File: src/rtl/scsi_resp_pkg.sv
// scsi_resp_pkg: shared state encoding and constants for the SCSI DMA responder
package scsi_resp_pkg;
  typedef enum logic [1:0] {IDLE, REQ, WAIT, ACK} state_t;
  localparam logic DIR_TO_MEM = 1'b0;
  localparam logic DIR_TO_SCSI = 1'b1;
  localparam int WAIT_W = 4;
endpackage

File: src/rtl/scsi_resp_fifo.sv
// scsi_resp_fifo: DEPTH x 8 synchronous byte FIFO with async clear
module scsi_resp_fifo #(
  parameter int DEPTH = 4
) (
  input  logic                   clk,
  input  logic                   rst_n,
  input  logic                   push,
  input  logic                   pop,
  input  logic [7:0]             din,
  output logic [7:0]             head,
  output logic                   full,
  output logic                   empty,
  output logic [$clog2(DEPTH):0] count
);
  localparam int AW = $clog2(DEPTH);
  logic [7:0] mem [DEPTH];
  logic [AW-1:0] wr, rd;
  assign head = mem[rd];
  assign empty = count == '0;
  assign full = count == (AW+1)'(DEPTH);
  // storage needs no reset; only pointers and occupancy define contents
  always_ff @(posedge clk) begin
    if (push) mem[wr] <= din;
  end
  // pointers wrap naturally because DEPTH is a power of two
  always_ff @(posedge clk or negedge rst_n) begin
    if (!rst_n) begin
      wr <= '0;
      rd <= '0;
      count <= '0;
    end else begin
      if (push) wr <= wr + 1'b1;
      if (pop) rd <= rd + 1'b1;
      count <= count + (AW+1)'(push) - (AW+1)'(pop);
    end
  end
endmodule

File: src/rtl/scsi_dreq_responder.sv
// scsi_dreq_responder: SCSI-controller side of the SDMAC DMA request/ack handshake
module scsi_dreq_responder
  import scsi_resp_pkg::*;
#(
  parameter int DEPTH = 4,
  parameter int WAIT_STATES = 1,
  parameter int TC_W = 16
) (
  input  logic            SCLK,
  input  logic            _RST,
  input  logic            DMADIR,
  input  logic            TC_LOAD,
  input  logic [TC_W-1:0] TC_VALUE,
  output logic            TC_ZERO,
  output logic            CDREQ_,
  input  logic            DACK_,
  input  logic            RE_,
  input  logic            WE_,
  input  logic [7:0]      PD_IN,
  output logic [7:0]      PD_OUT,
  output logic            PD_OE,
  output logic            CDSACK_,
  input  logic            SRC_VALID,
  input  logic [7:0]      SRC_DATA,
  output logic            SRC_READY,
  output logic            SNK_VALID,
  output logic [7:0]      SNK_DATA,
  input  logic            SNK_READY
);
  state_t state, state_nx;
  logic dir, dir_nx;
  logic [WAIT_W-1:0] wcnt, wcnt_nx;
  logic [TC_W-1:0] tc, tc_nx;
  logic cdreq_nx, cdsack_nx, pd_oe_nx, xfer;
  logic [7:0] pd_out_nx, head;
  logic full, empty;
  logic [$clog2(DEPTH):0] count;
  logic rq_dir, rq, hit, push, pop;
  assign rq_dir = state == IDLE ? DMADIR : dir;
  assign rq = tc != '0 && (rq_dir == DIR_TO_SCSI ? !full : count != '0);
  assign hit = !DACK_ && (dir == DIR_TO_SCSI ? !WE_ : !RE_);
  assign SRC_READY = !full && DMADIR == DIR_TO_MEM;
  assign SNK_VALID = !empty && DMADIR == DIR_TO_SCSI;
  assign SNK_DATA = head;
  assign TC_ZERO = tc == '0;
  assign push = (SRC_VALID && SRC_READY) || (xfer && dir == DIR_TO_SCSI);
  assign pop = (SNK_VALID && SNK_READY) || (xfer && dir == DIR_TO_MEM);
  assign tc_nx = TC_LOAD ? TC_VALUE : (xfer && tc != '0) ? tc - 1'b1 : tc;
  scsi_resp_fifo #(.DEPTH(DEPTH)) u_fifo (
    .clk(SCLK),
    .rst_n(_RST),
    .push(push),
    .pop(pop),
    .din(xfer && dir == DIR_TO_SCSI ? PD_IN : SRC_DATA),
    .head(head),
    .full(full),
    .empty(empty),
    .count(count)
  );
  // handshake sequencing; xfer marks the edge where the byte actually moves
  always_comb begin
    state_nx = state;
    dir_nx = dir;
    wcnt_nx = wcnt;
    cdreq_nx = CDREQ_;
    cdsack_nx = CDSACK_;
    pd_oe_nx = PD_OE;
    pd_out_nx = PD_OUT;
    xfer = 1'b0;
    case (state)
      IDLE: begin
        dir_nx = DMADIR;
        cdreq_nx = !rq;
        state_nx = rq ? REQ : IDLE;
      end
      REQ: begin
        if (!rq) begin
          cdreq_nx = 1'b1;
          state_nx = IDLE;
        end else if (hit) begin
          cdreq_nx = 1'b1;
          wcnt_nx = WAIT_W'(WAIT_STATES);
          state_nx = WAIT;
          pd_oe_nx = dir == DIR_TO_MEM;
          pd_out_nx = dir == DIR_TO_MEM ? head : PD_OUT;
        end
      end
      WAIT: begin
        if (!hit) begin
          pd_oe_nx = 1'b0;
          state_nx = IDLE;
        end else if (wcnt == '0) begin
          cdsack_nx = 1'b0;
          xfer = 1'b1;
          state_nx = ACK;
        end else begin
          wcnt_nx = wcnt - 1'b1;
        end
      end
      ACK: begin
        if (!hit) begin
          cdsack_nx = 1'b1;
          pd_oe_nx = 1'b0;
          state_nx = IDLE;
        end
      end
      default: state_nx = IDLE;
    endcase
  end
  // state and registered bus outputs; reset drops every handshake at once
  always_ff @(posedge SCLK or negedge _RST) begin
    if (!_RST) begin
      state <= IDLE;
      dir <= DIR_TO_MEM;
      wcnt <= '0;
      tc <= '0;
      CDREQ_ <= 1'b1;
      CDSACK_ <= 1'b1;
      PD_OE <= 1'b0;
      PD_OUT <= '0;
    end else begin
      state <= state_nx;
      dir <= dir_nx;
      wcnt <= wcnt_nx;
      tc <= tc_nx;
      CDREQ_ <= cdreq_nx;
      CDSACK_ <= cdsack_nx;
      PD_OE <= pd_oe_nx;
      PD_OUT <= pd_out_nx;
    end
  end
endmodule
File: config.mk
export PLATFORM = sky130hd
export DESIGN_NAME = scsi_dreq_responder
export DESIGN_NICKNAME = d
export VERILOG_FILES = /design/src/rtl/scsi_resp_pkg.sv /design/src/rtl/scsi_resp_fifo.sv /design/src/rtl/scsi_dreq_responder.sv
export SDC_FILE = /design/constraint.sdc
export NUM_CORES = 1
export LEC_CHECK = 0
export BUFFER_PORTS_ARGS = -buffer_cell sky130_fd_sc_hd__buf_2
export CAP_MARGIN = 20
export CORE_UTILIZATION = 56
export DETAILED_ROUTE_END_ITERATION = 8
export PLACE_DENSITY_LB_ADDON = 0.1
export SKIP_CTS_REPAIR_TIMING = 1
export SLEW_MARGIN = 5
export SYNTH_ARGS = -nofsm -noshare
export SYNTH_HDL_FRONTEND = slang
export SYNTH_SLANG_ARGS = --single-unit
File: constraint.sdc
create_clock -name SCLK -period 3.4 [get_ports SCLK]
set_input_delay 0.68 -clock SCLK [delete_from_list [all_inputs] [get_ports SCLK]]
set_output_delay 0.68 -clock SCLK [all_outputs]
set_load 0.005 [all_outputs]
== Word-level counts from Yosys, hierarchy flattened ==
Memories as Yosys holds them, arrays and structs flattened.
Cells that the tools add are included.

* RAM bits: 32
* Output and inout bits: 22
* Memories kept: 1
* Word-level logic and storage cells: 102
* Register bits after elaboration: 41
* Bits of input ports: 41

{| class="wikitable"
|+ Memories
! name !! depth !! bits a word !! rd ports !! clocked after Yosys merged registers in !! write ports !! line !! text
|-
| u_fifo.mem || 4 || 8 || 1 || 0 || 1 || scsi_resp_fifo.sv:16 || <nowiki>logic [7:0] mem [DEPTH];</nowiki>
|}

* Bitwise logic cells: 2
* Eq/ne operators: 13
* Reduce and logical (&&, ||, !) cells: 35
* Add/subtract/negate cells: 6
* Multiplexer cells: 34

{| class="wikitable"
|+ Operator list
! kind !! count
|-
| two-way mux 16 bit || 2
|-
| two-way mux 1 bit || 17
|-
| zero test 16 bit || 1
|-
| two-way mux 4 bit || 4
|-
| nonzero test 16 bit || 1
|-
| subtractor 16 x 1 -> 16 bit, second input constant || 1
|-
| inequality test 2 bit, second input constant || 7
|-
| AND reduction 4 bit || 3
|-
| two-way mux 2 bit || 5
|-
| nonzero test 2 bit || 5
|-
| logical AND 1 bit || 9
|-
| two-way mux 8 bit || 1
|-
| case mux 2 bit (4 select lines) || 1
|-
| case mux 4 bit (2 select lines) || 1
|-
| zero test 1 bit || 6
|-
| inequality test 3 bit, second input constant || 2
|-
| case mux 1 bit (2 select lines) || 3
|-
| AND reduction 5 bit || 1
|-
| adder 2 x 1 -> 2 bit, second input constant || 2
|-
| equality test 2 bit, second input constant || 2
|-
| zero test 4 bit || 1
|-
| subtractor 4 x 1 -> 4 bit, second input constant || 1
|-
| adder 3 x 1 -> 3 bit || 1
|-
| equality test 3 bit, second input constant || 1
|-
| 10 further kinds || 12
|}

== Logic depth before layout (Yosys ltp) ==
* Depth in word-level cells: 9
* Gate-level depth with buffers: 12
* Mapped depth without buffers: 12

== Hierarchy ==
Synthesis repeated with hierarchy kept, for this count alone.

* Cell total of the unflattened synthesis: 281
* Area total of the unflattened synthesis: 3552.2 um^2

{| class="wikitable"
|+ Modules (own cells, without submodules)
! module !! instances !! area an instance (um^2) !! cells an instance !! sequential area each (um^2)
|-
| scsi_dreq_responder || 1 || 2008.2 || 205 || 853.3
|-
| scsi_resp_fifo || 1 || 1544.0 || 76 || 1136.1
|}

== Worst setup path after synthesis ==
No wires, ideal clock.

* Kind: register to register
* Start point: register wcnt[0]
* End point: register u_fifo.count[2]
* Stages on the path, launching flop included: 13
* Period minus slack after synthesis: 2791 ps
* Arrival: 2667 ps
* Path slack: 609 ps
* Required time: 3276 ps
* Setup time: 124 ps
* Buffers on the path: 0
* Cell sequence: dfrtp_1 inv_1 ha_1 or3b_2 nor4_4 nand2_4 a21boi_4 inv_1 ha_1 inv_1 fa_1 xnor2_1 xnor2_1

* Cells in the longest elaborated chain, start to end: 8
* Elaborated cells on any way between the ends: 10
* Those cells by class: add/sub (2); mux (3); reduce/logical (5)

{| class="wikitable"
|+ RTL lines
! item !! line !! text
|-
| from (decl) || scsi_dreq_responder.sv:32 || <nowiki>logic [WAIT_W-1:0] wcnt, wcnt_nx;</nowiki>
|-
| from (signal assigned) || scsi_dreq_responder.sv:124 || <nowiki>wcnt <= wcnt_nx;</nowiki>
|-
| zero test 4 bit || scsi_dreq_responder.sv:92 || <nowiki>end else if (wcnt == '0) begin</nowiki>
|-
| two-way mux 1 bit || scsi_dreq_responder.sv:92 ||
|-
| two-way mux 1 bit || scsi_dreq_responder.sv:89 || <nowiki>if (!hit) begin</nowiki>
|-
| two-way mux 1 bit || scsi_dreq_responder.sv:70 || <nowiki>case (state)</nowiki>
|-
| logical AND 1 bit || scsi_dreq_responder.sv:46 || <nowiki>assign push = (SRC_VALID && SRC_READY) || (xfer && dir == DIR_TO_SCSI);</nowiki>
|-
| logical OR 1 bit || scsi_dreq_responder.sv:46 ||
|-
| via push || scsi_dreq_responder.sv:38 || <nowiki>logic rq_dir, rq, hit, push, pop;</nowiki>
|-
| adder 3 x 1 -> 3 bit || scsi_resp_fifo.sv:34 || <nowiki>count <= count + (AW+1)'(push) - (AW+1)'(pop);</nowiki>
|-
| subtractor 3 x 1 -> 3 bit || scsi_resp_fifo.sv:34 ||
|-
| to (signal assigned) || scsi_resp_fifo.sv:34 ||
|-
| to (decl) || scsi_resp_fifo.sv:13 || <nowiki>output logic [$clog2(DEPTH):0] count</nowiki>
|}

The timed path passes the listed nets, and every way through them passes these cells.
A chain may end at the register's enable or synchronous reset.

== Final worst setup path ==
Ends and elaborated chain as after synthesis.

==> flow_metrics.py <==
metrics = {
    "setup_path": {
        "crit_arrival_ns": 3.14,
        "critical_path_class": "reg -> reg",
        "crit_path_frequent_cell": "inv_1",
        "cp_slowest_cell": "or3b_2",
        "path_cells": "inv_1 > ha_1 > or3b_2 > nor4_4 > nand2_4 > a21boi_4 > inv_1 > ha_1 > inv_1 > fa_1 > xnor2_1 > xnor2_1",
        "rrSetupSlack_ns": 0.54,
        "crit_path_max_incr_delay_ns": 0.51,
        "cp-start-kind": "flop",
        "end_kind": "flop",
        "crit_fanout": 9,
        "critPathRequiredTime_ns": 3.68,
    },
    "sta": {
        "final.min_clock_period_ns": 2.86,
        "max_slew.worst_pin.slew_ns": 0.954,
        "max_freq_mhz": 350,
        "setup_ws_ns": 0.541,
        "finalCritPeriodShare": 0.841,
        "holdWs_ns": 0.476,
        "setup_tns_ns": 0,
        "drv_slew": 0,
        "rsz0062_at_grt": "no",
        "finClkSkew_ns": 0.0130,
        "finalSetupViolations": 0,
        "hold_violations": 0,
        "slew_headroom": 0.364,
    },
    "clock_network": {
        "cts_root_buf": "clkbuf_8",
        "cts_buffer_depth": 2,
        "clkSinkCount": 73,
        "cts_inserted_buffers": 9,
        "cts_tree": "built",
        "insertion_delay_ns": 0.35,
        "clk_pin_slew_worst_paths_ns": 0.08,
        "h-tree-depth": 3,
    },
    "job": {
        "cap_viol_max_count": 0,
    },
    "routing": {
        "drcViolationCount": 0,
        "ant_nets": 0,
        "wl_met1_um": 3120,
        "met3_length_um": 345,
        "via_count": 2467,
        "viasPerCell": 5.66,
        "top_layer": "met4",
        "wire_per_inst_um": 16.1,
        "routed_wl_um": 7030,
        "wl_met2_um": 3520,
        "dr.pass1.iters": 4,
        "drt_iter0_drc": 180,
    },
    "global_route": {
        "antenna_found_initial": 0,
        "grt_pass1_vias": 2290,
        "grt_overflow_total": 0,
        "grt_pass1_wl_um": 11200,
        "grt_usage": 0.234,
        "grt_max_degree": 42,
    },
    "synthesis": {
        "synth_edf_count": 32,
        "yosys-top-cells-area": "dfrtp_1 (27%), edfxtp_1 (27%), mux2_2 (5.7%), mux4_2 (5.0%), ha_1 (2.8%)",
        "syn_nets": 333,
        "synth_area_um2": 3580,
        "yosys_warnings": 0,
        "async_flop_share": 0.562,
        "syn_inst": 283,
        "ys_ff_latch": 73,
        "syn_avg_cell_area_um2": 12.6,
        "synth_top_area_share": 0.273,
        "synth_top_cell_by_area": "dfrtp_1",
        "ys.flop_type": "dfrtp_1",
        "seq_area_frac_synth": 0.556,
        "yosysUniqueCellTypes": 53,
    },
    "power_and_ir_drop": {
        "p_leak_nw": 1.75,
        "power_mw": 2.86,
        "irDropWorstVdd_mv": 0.373,
        "powerDensity_nw_per_um2": 683,
    },
    "floorplan": {
        "die_y_um": 81.9,
        "ioPinCount": 63,
        "dieArea_um2": 6710,
        "rows": 28,
        "fp.dieW_um": 81.9,
        "fp.coreArea_um2": 6030,
        "initial_core_util": 0.594,
    },
    "placed_design": {
        "place_ws_ns": 0.538,
        "gp_congestion": 0.820,
        "dp_cells": 420,
        "place_area_um2": 4000,
        "dp_hpwl_um": 4830,
        "port_buffers": 62,
    },
    "layout": {
        "nNetsFinal": 406,
        "postLayoutCellArea_um2": 4190,
        "num_antenna_cells": 0,
        "area_growth_pct": 17.1,
        "drive_gt1_frac": 0.335,
        "fin_util": 0.695,
        "fin_cells": 436,
    },
    "outcome": {
        "outcome": "complete, no violations",
    },
    "min_path": {
        "hp-class": "in -> async",
    },
}
critical path, delay by kind of cell (launching register included):
family	cells	cell delay, ns
buffers and inverters	3	0.24
XOR/XNOR	2	0.32
flip-flops	1	0.38
AND/OR/NAND/NOR	3	0.91
adder cells (fa/ha/maj)	3	0.73
AO/OA/AOI/OAI	1	0.22
cell usage in the layout, fill, tap and decap left out, drive strengths merged, types with 4 or more instances in the layout:
cell     n
dfrtp   39
nor4     8
nand2   22
ha       8
o21ai   18
mux4     8
nand3    7
xor2     8
nor3     6
a21oi    7
edfxtp  32
clkbuf  11
nor2    12
mux2    20
nand2b   4
clkinv   4
inv     17
nand4    4
xnor2   11
nor2b    6
buf     70
synth_stat cells (8+ instances only):
| cell | instances |
|---|---|
| inv_1 | 17 |
| dfrtp_1 | 39 |
| nor2_1 | 12 |
| xor2_1 | 8 |
| o21ai_0 | 17 |
| mux2_2 | 18 |
| xnor2_1 | 11 |
| nand2_1 | 21 |
| edfxtp_1 | 32 |
| ha_1 | 8 |
| mux4_2 | 8 |
layer usage:
layer  GRT usage  vias to the layer above
met5           0                        -
met4      0.0684                        0
met3      0.0533                        6
met2       0.385                       73
met1       0.309                     1195
li1            -                     1193
worst paths after layout:
kind,start,to,cells after the start
worst min register to register,CDSACK_,CDSACK_,2
worst min-delay path,_RST,state[0],1
worst max-delay path,wcnt[0],u_fifo.count[2],12
max in group asynchronous,_RST,PD_OUT[1],1
min in group SCLK,CDSACK_,CDSACK_,2
worst max register to register,wcnt[0],u_fifo.count[2],12
state kept, by name, indices dropped and copies added, names as in the netlist:
| signal | flops |
|---|---|
| dir | 1 |
| u_fifo.wr | 2 |
| u_fifo.rd | 2 |
| PD_OUT | 8 |
| CDREQ_ | 1 |
| wcnt | 4 |
| u_fifo.mem | 32 |
| PD_OE | 1 |
| state | 2 |
| tc | 16 |
| u_fifo.count | 3 |
| CDSACK_ | 1 |
layout make-up:
| class | instances | area [um2] |
|---|---|---|
| Clock inverter | 5 | 57.6 |
| Timing Repair Buffer | 70 | 370 |
| Sequential cell | 73 | 1990 |
| Fill cell | 474 | 1840 |
| Multi-Input combinational cell | 185 | 1480 |
| Clock buffer | 11 | 131 |
| Tap cell | 75 | 93.8 |
| Inverter | 17 | 63.8 |
logic make-up (layout without fill, tap and decap cells):
group,Yosys count,in the layout,synth area share
AOI/OAI and AO/OA,44,44,0.0808
adders and majority gates,9,9,0.0336
and+or+nand+nor,82,82,0.130
buffers and inverters,25,103,0.0290
xor gates and xnor gates,19,19,0.0465
muxes,31,31,0.124
DFF,73,73,0.556
power breakdown:
group	internal [mW]	switching (mW)	leakage, nW
Combinational	0.466	0.399	0.875
Sequential	1.13	0.207	0.781
Clock	0.340	0.319	0.0973
No activity file was read; power rests on OpenSTA's default activity.
